[src/rtl/alert_pkg.sv]
// Shared constants and sizing helper for the elevator alert block.
package alert_pkg;

  localparam int DEFAULT_DOOR_TIMEOUT    = 10;
  localparam int DEFAULT_WEIGHT_DEBOUNCE = 1;

  // Bit width needed to hold values 0..v-1, never less than one bit.
  function automatic int clog2_min1(input int v);
    int w;
    w = $clog2(v);
    return (w < 1) ? 1 : w;
  endfunction

endpackage

[src/rtl/alert_persist_timer.sv]
// Persistence timer: raises a level alert after TH consecutive cycles of status=1.
module alert_persist_timer
  import alert_pkg::*;
#(
  parameter int TH    = DEFAULT_DOOR_TIMEOUT,
  parameter int CNT_W = clog2_min1(TH + 1)
) (
  input  logic clk,
  input  logic rst,
  input  logic status,
  output logic alert
);

  logic [CNT_W-1:0] cnt_q, cnt_d;
  logic             alert_q, alert_d;

  always_comb begin
    cnt_d   = cnt_q;
    alert_d = alert_q;
    if (!status) begin
      cnt_d   = '0;
      alert_d = 1'b0;
    end else if (!alert_q) begin
      // Count stops once the alert is up, so it cannot wrap during a long hold.
      if (cnt_q == CNT_W'(TH - 1)) begin
        alert_d = 1'b1;
      end else begin
        cnt_d = cnt_q + CNT_W'(1);
      end
    end
  end

  always_ff @(posedge clk or posedge rst) begin
    if (rst) begin
      cnt_q   <= '0;
      alert_q <= 1'b0;
    end else begin
      cnt_q   <= cnt_d;
      alert_q <= alert_d;
    end
  end

  assign alert = alert_q;

endmodule

[src/rtl/alert_system.sv]
// Elevator safety alerts: door-open timeout and overweight debounce, independent channels.
module alert_system
  import alert_pkg::*;
#(
  parameter int DOOR_TIMEOUT    = DEFAULT_DOOR_TIMEOUT,
  parameter int WEIGHT_DEBOUNCE = DEFAULT_WEIGHT_DEBOUNCE
) (
  input  logic clk,
  input  logic rst,
  input  logic DOOR_STATUS,
  input  logic WEIGHT_STATUS,
  output logic DOOR_ALERT,
  output logic WEIGHT_ALERT
);

  localparam int MaxTh = (DOOR_TIMEOUT > WEIGHT_DEBOUNCE) ? DOOR_TIMEOUT : WEIGHT_DEBOUNCE;
  localparam int CNT_W = clog2_min1(MaxTh + 1);

  if (DOOR_TIMEOUT < 1) begin : g_bad_door_timeout
    $error("alert_system: DOOR_TIMEOUT must be >= 1");
  end
  if (WEIGHT_DEBOUNCE < 1) begin : g_bad_weight_debounce
    $error("alert_system: WEIGHT_DEBOUNCE must be >= 1");
  end

  alert_persist_timer #(
    .TH    (DOOR_TIMEOUT),
    .CNT_W (CNT_W)
  ) u_door_timer (
    .clk    (clk),
    .rst    (rst),
    .status (DOOR_STATUS),
    .alert  (DOOR_ALERT)
  );

  alert_persist_timer #(
    .TH    (WEIGHT_DEBOUNCE),
    .CNT_W (CNT_W)
  ) u_weight_timer (
    .clk    (clk),
    .rst    (rst),
    .status (WEIGHT_STATUS),
    .alert  (WEIGHT_ALERT)
  );

endmodule

[config.mk]
export PLATFORM = sky130hd
export DESIGN_NAME = alert_system
export DESIGN_NICKNAME = d
export VERILOG_FILES = /design/src/rtl/alert_pkg.sv /design/src/rtl/alert_persist_timer.sv /design/src/rtl/alert_system.sv
export SDC_FILE = /design/constraint.sdc
export NUM_CORES = 1
export LEC_CHECK = 0
export ABC_AREA = 0
export CAP_MARGIN = 10
export CORE_AREA = 2 2 39 41
export DETAILED_ROUTE_END_ITERATION = 10
export DIE_AREA = 0 0 41 43
export PLACE_DENSITY_LB_ADDON = 0.15
export SYNTH_ARGS = -nofsm -noshare
export SYNTH_HDL_FRONTEND = slang
export SYNTH_SLANG_ARGS = --single-unit
[constraint.sdc]
create_clock -name clk -period 1.9 [get_ports clk]
set_input_delay 0.38 -clock clk [delete_from_list [all_inputs] [get_ports clk]]
set_output_delay 0.38 -clock clk [all_outputs]
set_load 0.02 [all_outputs]
==> flow_summary_export.csv <==
group,metric,value,unit
critical_path,critPathRequiredTime,1.52,ns
critical_path,path_cells,"clkdlybuf4s50_1",
sta,finalWorstSetupSlack,0.251,ns
pwr,power,407,µW
detailed_routing,vias,368,
final_layout,nets,69,
grt,gr-usage-met3,0.0314,
yosys,ys_ff_latch,10,
critical_path,r2r_cells,4,
critical_path,crit_path_end_kind,"output port",
sta,slew_headroom,0.749,
clocking,post_cts_buffers,0,
yosys,yosysTopAreaCell,"dfrtp_1",
critical_path,arrival,1.27,ns
sta,rsz0062_at_grt,"no",
pwr,p_leak,0.000285,µW
clocking,cts_num_sinks,10,
yosys,yosys-top-cells-count,"dfrtp_1, nand2_1, inv_1",
yosys,ys_seq_area_frac,0.445,
detailed_routing,firstDrtPassIters,3,
placed_design,place_congestion,0.619,
status,outcome,"completed",
sta,period_share,0.868,
detailed_routing,drcViolationCount,0,
final_layout,n_antenna_cell,0,
die,fp.coreArea,1380,µm²
final_layout,design_area,654,µm²
critical_path,rr_startpoint,"u_weight_timer.cnt_q[0]$_DFFE_PP0P_",
min_path,hp-class,"in2async",
die,fp.dieArea,1760,µm²
yosys,ys.warnings.count,0,
grt,antenna_found_initial,0,
yosys,syn_area,562,µm²
final_layout,layout-drive-gt1-share,0.153,
critical_path,worst-path-buf-inv,1,
yosys,synth_area_leaders,"dfrtp_1, ha_1, mux2i_1",
clocking,clk_path_buf_depth,2,
detailed_routing,drtIter0Drc,7,
critical_path,cpMaxStageDelayCell,"clkdlybuf4s50_1",
detailed_routing,wl,859,µm
clocking,cts-root-buf,"clkbuf_4",
yosys,synth.most_common_cell,"dfrtp_1",
critical_path,critical_path.max_stage_delay,0.62,ns
die,initial_utilization,0.406,
clocking,clkTransAtPathRegs,0.06,ns
grt,grt_max_degree,11,
yosys,postSynthCellCount,51,
die,die_h,43,µm
grt,grt_use_total,0.139,
yosys,yosysTopAreaCellShare,0.445,
grt,overflow,0,
yosys,yosys.cell_types.count,14,
clocking,htree_levels,1,
detailed_routing,wl_per_cell,11.5,µm
final_layout,finalNonFillerCells,75,
die,chipWidth,41,µm
critical_path,start_kind,"flop",
final_layout,nFillCells,138,
sta,max_freq,606,MHz
critical_path,reg2reg_to,"u_weight_timer.cnt_q[0]$_DFFE_PP0P_",
clocking,cts_buffers,3,
critical_path,crit_fanout,4,
yosys,synth-edff-count,0,
pwr,ir_worst_vdd,0.440,mV
critical_path,critPathKind,"reg2out",
yosys,async_reset_ff_frac,1.00,
sta,tightestPinTransition,0.376,ns
clocking,holdBufCountCts,0,
clocking,clk_latency,0.26,ns
placed_design,dp_hpwl,665,µm
yosys,yosys_most_used_dff,"dfrtp_1",
sta,setup_viol,0,
grt,grt_pass1_vias,381,
sta,fin_crit,1.65,ns
critical_path,worst-r2r-setup-slack,0.63,ns
job,cap_violations,0,
grt,grt_pass1_wl,1570,µm
sta,drv_slew,0,
detailed_routing,vias_per_cell,4.91,
final_layout,area_delta_synth_final,16.5,%
die,ioPinCount,6,
placed_design,place_area,632,µm²
sta,setup_tns,0,ns
pwr,power.density,622,nW/µm²
critical_path,crit_family,"buffers and inverters",
sta,fin_skew,0.000969,ns
clocking,cts_tree,"built",
placed_design,port_buffers,5,
grt,grt_busiest_layer,"met2",
grt,grt_use_met1,0.173,
placed_design,dp.cells,72,
yosys,syn_avg_cell_area,11.0,µm²
die,rows,14,
placed_design,pre_cts_ws,0.535,ns
grt,met2_usage,0.191,
yosys,synth_fp_nets,59,
detailed_routing,ant_nets,0,
sta,hold_viol,0,
clocking,cts-resized-gates,0,
-- metrics by stage --
stage	util	hold WS, ns
6_report	0.473	0.395
3_5_place_dp	0.457	0.568
3_3_place_gp	0.457	0.567
2_1_floorplan	-	0.220
5_1_grt	0.473	0.453
4_1_cts	0.473	0.408
-- how the worst max path moves through the flow --
stage	from	endpoint	slack [ns]	cells after the start
finish	u_door_timer.alert$_DFF_PP0_	DOOR_ALERT	0.25	1
detailed placement	u_door_timer.alert$_DFF_PP0_	DOOR_ALERT	0.54	1
global route	u_door_timer.alert$_DFF_PP0_	DOOR_ALERT	0.20	1
CTS	u_door_timer.alert$_DFF_PP0_	DOOR_ALERT	0.23	1
global placement	u_door_timer.alert$_DFF_PP0_	DOOR_ALERT	0.53	1
floorplan	u_weight_timer.cnt_q[0]$_DFFE_PP0P_	u_weight_timer.cnt_q[0]$_DFFE_PP0P_	0.75	4
-- kinds of logic after synthesis --
logic type	synth area share
simple gates	0.200
flops	0.445
buf+inv	0.0468
compound gates	0.116
mux	0.0713
fa+ha+maj	0.0891
xor+xnor	0.0312
-- state kept, by name, summed over array words and instances, names as in the netlist --
signal,flops
u_door_timer.cnt_q,4
u_weight_timer.alert,1
u_weight_timer.cnt_q,4
u_door_timer.alert,1
-- layout make-up --
class | instances | area (µm²) | share of cell area
tap | 16 | 20.0 | 0.0306
clock buffer | 3 | 22.5 | 0.0344
inverter | 7 | 26.3 | 0.0402
multi-input combinational | 34 | 285 | 0.436
timing repair buffer | 5 | 50.0 | 0.0765
sequential | 10 | 250 | 0.382
-- layer usage --
metal  up-vias  wire length (µm)
met4         0                30
met3         4                29
li1        189                 -
met5         -                 0
met1       168               411
met2         7               387
-- layout by cell type, fill, tap and decap left out --
master           netlist  layout
dfrtp_1               10      10
nand2_1                8       8
inv_1                  7       7
clkdlybuf4s50_1        0       5
mux2i_1                4       4
ha_1                   4       4
clkbuf_4               0       3
nand4b_1               2       2
xnor2_1                2       2
and2_1                 2       2
nand2b_4               2       2
a211o_1                2       2
a21boi_2               2       2
nand2b_1               2       2
a31oi_2                2       2
nor2b_1                2       2
-- power by group --
part | switching, µW | leakage (µW) | internal, µW
combinational | 18.8 | 0.000136 | 21.3
sequential | 7.51 | 0.000135 | 220
clock | 66.6 | 0.0000138 | 72.9
total | 92.9 | 0.000285 | 314
(Power assumes the default switching activity.)
